`src/rtl/division_unit_pkg.sv`:
```
`default_nettype none
// ============================================================================
// Module      : division_unit_pkg
// Description : Shared types and constants for the iterative divider:
//               FSM state encoding, status-flag bit positions, iteration
//               count and the flag-update mask.
// Revision    : 1.0 - initial release
// ============================================================================
package division_unit_pkg;

    // Divider control states
    typedef enum logic [1:0] {
        IDLE = 2'd0,
        CALC = 2'd1,
        FIX  = 2'd2,
        DONE = 2'd3
    } div_state_e;

    // Bit positions inside the {V,N,C,Z} flag vector
    localparam int FLAG_Z = 0;
    localparam int FLAG_C = 1;
    localparam int FLAG_N = 2;
    localparam int FLAG_V = 3;

    // One restoring step per quotient bit
    localparam int DIV_ITERATIONS = 32;

    // Flags written back on a completed division: V, N and Z (C untouched)
    localparam logic [3:0] DIV_FLAGS_MASK = 4'b1101;

    // Absolute value of an operand when it is interpreted as signed
    function automatic logic [31:0] magnitude(input logic [31:0] value,
                                              input logic        is_signed);
        return (is_signed && value[31]) ? (32'd0 - value) : value;
    endfunction

endpackage : division_unit_pkg
`default_nettype wire

```
`src/rtl/division_unit_div_step.sv`:
```
`default_nettype none
// ============================================================================
// Module      : div_step
// Description : One restoring shift-subtract step on unsigned magnitudes.
//               The next dividend bit is shifted out of the top of the
//               quotient register into the partial remainder; if the
//               divisor fits, it is subtracted and a 1 enters the quotient.
// Revision    : 1.0 - initial release
// ============================================================================
module div_step (
    input  logic [31:0] rem_i,
    input  logic [31:0] quo_i,
    input  logic [31:0] den_i,
    output logic [31:0] rem_o,
    output logic [31:0] quo_o
);

    // 33 bits: the shifted remainder can exceed 32 bits when the divisor
    // is close to 2^32, but the trial difference always fits back in 32.
    logic [32:0] shift_w;
    logic [32:0] diff_w;

    // Shift in the next dividend bit, trial-subtract, restore on borrow
    always_comb begin
        shift_w = {rem_i, quo_i[31]};
        diff_w  = shift_w - {1'b0, den_i};
        quo_o   = {quo_i[30:0], 1'b0};
        rem_o   = shift_w[31:0];
        if (!diff_w[32]) begin
            rem_o    = diff_w[31:0];
            quo_o[0] = 1'b1;
        end
    end

endmodule : div_step
`default_nettype wire

```
`src/rtl/division_unit.sv`:
```
`default_nettype none
// ============================================================================
// Module      : division_unit
// Description : 32-bit signed/unsigned restoring divider, one quotient bit
//               per cycle. Operands are reduced to magnitudes on entry, the
//               signs are reapplied in a single FIX cycle, and the results
//               plus status flags are presented with a one-cycle done pulse.
//               Divide-by-zero short-circuits straight to DONE.
// Revision    : 1.0 - initial release
// ============================================================================
module division_unit
    import division_unit_pkg::*;
(
    input  logic        clk,
    input  logic        rst,
    input  logic        start,
    input  logic        isSigned,
    input  logic [31:0] dividend,
    input  logic [31:0] divisor,
    input  logic        flush,
    output logic        busy,
    output logic        done,
    output logic [31:0] quotient,
    output logic [31:0] remainder,
    output logic [3:0]  outFlags,
    output logic [3:0]  outFlagsMask,
    output logic        setDivisionBy0
);

    localparam logic [5:0] LAST_STEP = 6'(DIV_ITERATIONS - 1);

    div_state_e  state_q,     state_d;
    logic [5:0]  count_q,     count_d;
    logic [31:0] rem_q,       rem_d;        // working partial remainder
    logic [31:0] quo_q,       quo_d;        // working quotient / dividend bits
    logic [31:0] den_q,       den_d;        // divisor magnitude
    logic        neg_quo_q,   neg_quo_d;
    logic        neg_rem_q,   neg_rem_d;
    logic        ovf_q,       ovf_d;
    logic        div0_q,      div0_d;
    logic [31:0] quotient_q,  quotient_d;   // visible results, held across runs
    logic [31:0] remainder_q, remainder_d;
    logic [3:0]  flags_q,     flags_d;

    logic [31:0] step_rem_w;
    logic [31:0] step_quo_w;
    logic [31:0] fix_quo_w;
    logic [31:0] fix_rem_w;

    div_step u_div_step (
        .rem_i (rem_q),
        .quo_i (quo_q),
        .den_i (den_q),
        .rem_o (step_rem_w),
        .quo_o (step_quo_w)
    );

    // Sign restoration applied when leaving the iteration phase
    always_comb begin
        fix_quo_w = neg_quo_q ? (32'd0 - quo_q) : quo_q;
        fix_rem_w = neg_rem_q ? (32'd0 - rem_q) : rem_q;
    end

    // Register all state; reset clears results, flags and the counter
    always_ff @(posedge clk) begin
        if (rst) begin
            state_q     <= IDLE;
            count_q     <= '0;
            rem_q       <= '0;
            quo_q       <= '0;
            den_q       <= '0;
            neg_quo_q   <= 1'b0;
            neg_rem_q   <= 1'b0;
            ovf_q       <= 1'b0;
            div0_q      <= 1'b0;
            quotient_q  <= '0;
            remainder_q <= '0;
            flags_q     <= '0;
        end else begin
            state_q     <= state_d;
            count_q     <= count_d;
            rem_q       <= rem_d;
            quo_q       <= quo_d;
            den_q       <= den_d;
            neg_quo_q   <= neg_quo_d;
            neg_rem_q   <= neg_rem_d;
            ovf_q       <= ovf_d;
            div0_q      <= div0_d;
            quotient_q  <= quotient_d;
            remainder_q <= remainder_d;
            flags_q     <= flags_d;
        end
    end

    // Next-state logic: accept, iterate, fix signs, report; flush aborts
    always_comb begin
        state_d     = state_q;
        count_d     = count_q;
        rem_d       = rem_q;
        quo_d       = quo_q;
        den_d       = den_q;
        neg_quo_d   = neg_quo_q;
        neg_rem_d   = neg_rem_q;
        ovf_d       = ovf_q;
        div0_d      = div0_q;
        quotient_d  = quotient_q;
        remainder_d = remainder_q;
        flags_d     = flags_q;

        case (state_q)
            IDLE: begin
                if (start) begin
                    if (divisor == 32'd0) begin
                        state_d     = DONE;
                        div0_d      = 1'b1;
                        quotient_d  = 32'hFFFF_FFFF;
                        remainder_d = dividend;
                        flags_d     = '0;
                    end else begin
                        state_d   = CALC;
                        div0_d    = 1'b0;
                        count_d   = '0;
                        rem_d     = '0;
                        quo_d     = magnitude(dividend, isSigned);
                        den_d     = magnitude(divisor, isSigned);
                        neg_quo_d = isSigned && (dividend[31] != divisor[31]);
                        neg_rem_d = isSigned && dividend[31];
                        // The one signed quotient that cannot be represented
                        ovf_d     = isSigned && (dividend == 32'h8000_0000)
                                             && (divisor == 32'hFFFF_FFFF);
                    end
                end
            end
            CALC: begin
                rem_d = step_rem_w;
                quo_d = step_quo_w;
                if (count_q == LAST_STEP) begin
                    count_d = '0;
                    state_d = FIX;
                end else begin
                    count_d = count_q + 6'd1;
                end
            end
            FIX: begin
                quotient_d          = fix_quo_w;
                remainder_d         = fix_rem_w;
                flags_d             = '0;
                flags_d[FLAG_Z]     = (fix_quo_w == 32'd0);
                flags_d[FLAG_N]     = fix_quo_w[31];
                flags_d[FLAG_C]     = 1'b0;
                flags_d[FLAG_V]     = ovf_q;
                state_d             = DONE;
            end
            DONE: begin
                state_d = IDLE;
            end
            default: begin
                state_d = IDLE;
            end
        endcase

        // Abort: back to IDLE with the visible results left untouched
        if (flush) begin
            state_d     = IDLE;
            count_d     = '0;
            quotient_d  = quotient_q;
            remainder_d = remainder_q;
            flags_d     = flags_q;
        end
    end

    // Status outputs decoded from the current state
    always_comb begin
        busy           = (state_q == CALC) || (state_q == FIX);
        done           = (state_q == DONE);
        setDivisionBy0 = (state_q == DONE) && div0_q;
        outFlagsMask   = ((state_q == DONE) && !div0_q) ? DIV_FLAGS_MASK : 4'b0000;
        quotient       = quotient_q;
        remainder      = remainder_q;
        outFlags       = flags_q;
    end

endmodule : division_unit
`default_nettype wire

```
`config.mk`:
```
export PLATFORM = sky130hd
export DESIGN_NAME = division_unit
export DESIGN_NICKNAME = d
export VERILOG_FILES = /design/src/rtl/division_unit_pkg.sv /design/src/rtl/division_unit_div_step.sv /design/src/rtl/division_unit.sv
export SDC_FILE = /design/constraint.sdc
export NUM_CORES = 1
export LEC_CHECK = 0
export BUFFER_PORTS_ARGS = -buffer_cell sky130_fd_sc_hd__buf_4
export CAP_MARGIN = 40
export CORE_MARGIN = 10
export CORE_UTILIZATION = 40
export DETAILED_ROUTE_END_ITERATION = 16
export SLEW_MARGIN = 20
export SYNTH_ARGS = -nofsm -noshare
export SYNTH_HDL_FRONTEND = slang
export SYNTH_HIERARCHICAL = 1
export SYNTH_SLANG_ARGS = --single-unit
```
`constraint.sdc`:
```
create_clock -name clk -period 4.75 [get_ports clk]
set_clock_uncertainty 0.2 [all_clocks]
set_input_delay 1.425 -clock clk [delete_from_list [all_inputs] [get_ports clk]]
set_output_delay 1.425 -clock clk [all_outputs]
set_load 0.03 [all_outputs]
```
==> results.cfg <==
[global_routing]
grt_max_degree = 74
antenna_found_initial = 1
grt_overflow = 0
grt_pass1_vias = 11300
grt_pass1_wl_um = 62700
grt_usage = 0.197

[timing]
fin_crit_ns = 4.16
fmax_ghz = 0.240
slew_headroom = 0.450
rsz0062_at_grt = no
slew_violations = 0
setup_viol = 0
tightest_slew_ns = 0.825
fin_crit_sh = 0.876
setup-tns-final_ns = 0
hold_viol_final = 0

[layout]
final_common_cell = dfxtp_1
nFillCells = 3231
finalNetCount = 1806
layout-drive-gt1-share = 0.152
area_growth_pct = 13.4
layout_common_cells = dfxtp_1 (175), nor2_1 (173), buf_4 (161)

[synth]
ys_types = 92
syn_inst = 1658
synthArstFlopShare = 0
syn-cell-area_um2 = 12700
synth.avg_cell_area_um2 = 7.65
ys_seq_elements = 175
synthFlopType = dfxtp_1
yosys_warnings = 6
synth_edf_count = 0
ys_seq_area_frac = 0.276

[worst_setup_path]
worstSetupPathType = flip-flop to flip-flop
crit_path_end_kind = flip-flop
worst-r2r-cell-count = 16
crit_arrival_ns = 4.27
required_ns = 4.86
r2r-start = quo_q[31]
critPathLaunchType = flip-flop
cp_max_fo = 12
reg2reg_to = rem_q[7]
r2r_slack_ns = 0.59

[floorplan]
fp.dieH_um = 198
rows = 65
die_w_um = 198
ios = 144
dieArea_um2 = 39200
start_util = 0.404
core-area_um2 = 31400

[power]
power.leakage_nw = 5.55
power.density_nw_per_um2 = 283
power_mw = 4.06
ir_drop_mv = 0.258

[clock_network]
cts_setup_buffers = 0
cts_root_buffer = clkbuf_16
cts_inserted_buffers = 17
clockBufferDepth = 2
cts_sinks = 175
ctsHtreeMaxLevel = 4
path_clk_slew_ns = 0.07
cts_hold_buffers = 0
ctsResizeCount = 0
cts_tree = done
clkLatencyLatePin_ns = 0.44

[hold_path]
hp-start = count_q[1]
worst_hold_path.endpoint = count_q[1]
hold_path_depth = 2
hold_path.class = flip-flop to flip-flop

[place]
port-buffer-count = 141
dp_hpwl_um = 30200
gp_congestion = 0.926

[route]
detail_route.vias_per_cell = 5.75
highest_layer = met4
drtIter0Drc = 782
ant_nets = 0
met2_wirelength_um = 17900
wire_per_inst_um = 18.7
num_vias = 12100
first_pass_iters = 5
wl_met3_um = 2660
drt_wl_total_um = 39500
wl_met1_um = 18400
drc = 0

[run]
drv_cap = 0

[status]
status = completed
-- worst max-delay path by stage --
stage | start | endpoint | slack, ns | depth (start not counted)
finish | quo_q[31] | rem_q[7] | 0.59 | 16
global route | quo_q[31] | rem_q[20] | 0.33 | 16
CTS | quo_q[31] | rem_q[7] | 0.58 | 16
detailed placement | divisor[6] | quo_q[1] | 0.52 | 11
global placement | divisor[6] | quo_q[1] | 0.52 | 11
floorplan | divisor[6] | quo_q[0] | 1.18 | 9
-- stage by stage --
step	instance area [µm²]	hold WS, ns	setup WS (ns)	instances	util
3_5_place_dp	13800	0.260	0.524	2077	0.438
5_1_grt	14400	0.285	0.329	2110	0.458
2_1_floorplan	12700	0.244	1.18	1659	-
4_1_cts	14400	0.270	0.584	2109	0.458
6_report	14400	0.264	0.587	2110	0.458
3_3_place_gp	13700	0.251	0.524	2074	0.437
-- cells by family (layout without fill, tap and decap cells) --
group / after synthesis / after routing / share of synthesized area
AOI/OAI and AO/OA: 477 / 477 / 0.244
xor gates and xnor gates: 143 / 143 / 0.0987
adders and majority gates: 43 / 43 / 0.0430
buffers and inverters: 206 / 254 / 0.0808
DFF: 175 / 175 / 0.276
muxes: 31 / 31 / 0.0322
other: 1 / 3 / 0.000296
and+or+nand+nor: 582 / 582 / 0.225
-- sequential cells by signal (all words and copies together) (netlist names) --
name,count
den_q,32
quo_q,32
quotient,32
rem_q,32
remainder,32
count_q,6
outFlags,3
state_q,2
div0_q,1
neg_quo_q,1
neg_rem_q,1
ovf_q,1
-- routing by layer --
metal	track usage	vias up
met4	0.0456	0
met3	0.0317	36
met2	0.314	414
li1	-	6007
met1	0.271	5676
met5	0	-
-- final cells by class --
| cell class | instances | area [µm²] | share of cell area |
|---|---|---|---|
| Clock buffer | 17 | 425 | 0.0296 |
| Timing Repair Buffer | 168 | 1350 | 0.0936 |
| Inverter | 54 | 203 | 0.0141 |
| Antenna cell | 1 | 2.50 | 0.000174 |
| Clock inverter | 15 | 194 | 0.0135 |
| Sequential cell | 175 | 3500 | 0.244 |
| Tap cell | 402 | 503 | 0.0350 |
| Multi-Input combinational cell | 1278 | 8210 | 0.571 |
-- Yosys cell counts (all sizes together), types with 4 or more instances --
cell type / number / area [µm²]
a211oi: 63 / 478
a21o: 22 / 165
a21oi: 163 / 823
a311oi: 30 / 263
a31oi: 7 / 43.8
and2: 9 / 60.1
and3: 11 / 70.1
buf: 64 / 442
clkbuf: 88 / 380
dfxtp: 175 / 3500
ha: 42 / 526
inv: 53 / 199
mux2: 21 / 308
mux2i: 10 / 100
nand2: 161 / 614
nand2b: 12 / 77.6
nand3: 70 / 350
nand3b: 4 / 30.0
nand4: 23 / 150
nand4b: 6 / 52.6
nor2: 174 / 656
nor2b: 7 / 43.8
nor3: 33 / 191
nor3b: 5 / 37.5
nor4: 19 / 161
o2111ai: 6 / 52.6
o211ai: 24 / 180
o21a: 6 / 45.0
o21ai: 81 / 405
o21bai: 8 / 60.1
o31ai: 28 / 210
o41ai: 14 / 145
or2: 10 / 65.1
or3: 11 / 68.8
or4: 18 / 139
xnor2: 50 / 438
xor2: 93 / 815
-- worst max-delay path, stage by stage (launching register included) --
cell	delay (ns)
dfxtp_1	0.52
inv_1	0.08
ha_1	0.23
fa_1	0.40
and2b_1	0.24
o2111ai_1	0.15
a21oi_2	0.23
o2111ai_1	0.18
a211oi_2	0.28
nor2_2	0.11
mux2i_1	0.15
and2_4	0.21
inv_2	0.35
buf_12	0.22
mux2_4	0.30
nand3_1	0.09
a21oi_1	0.07
-- power breakdown --
group / internal [mW] / total [mW] / switching [mW]
Sequential: 1.53 / 1.62 / 0.0914
Clock: 0.804 / 1.49 / 0.690
Combinational: 0.357 / 0.948 / 0.592
Note: power is estimated with default switching activity, not from simulation.
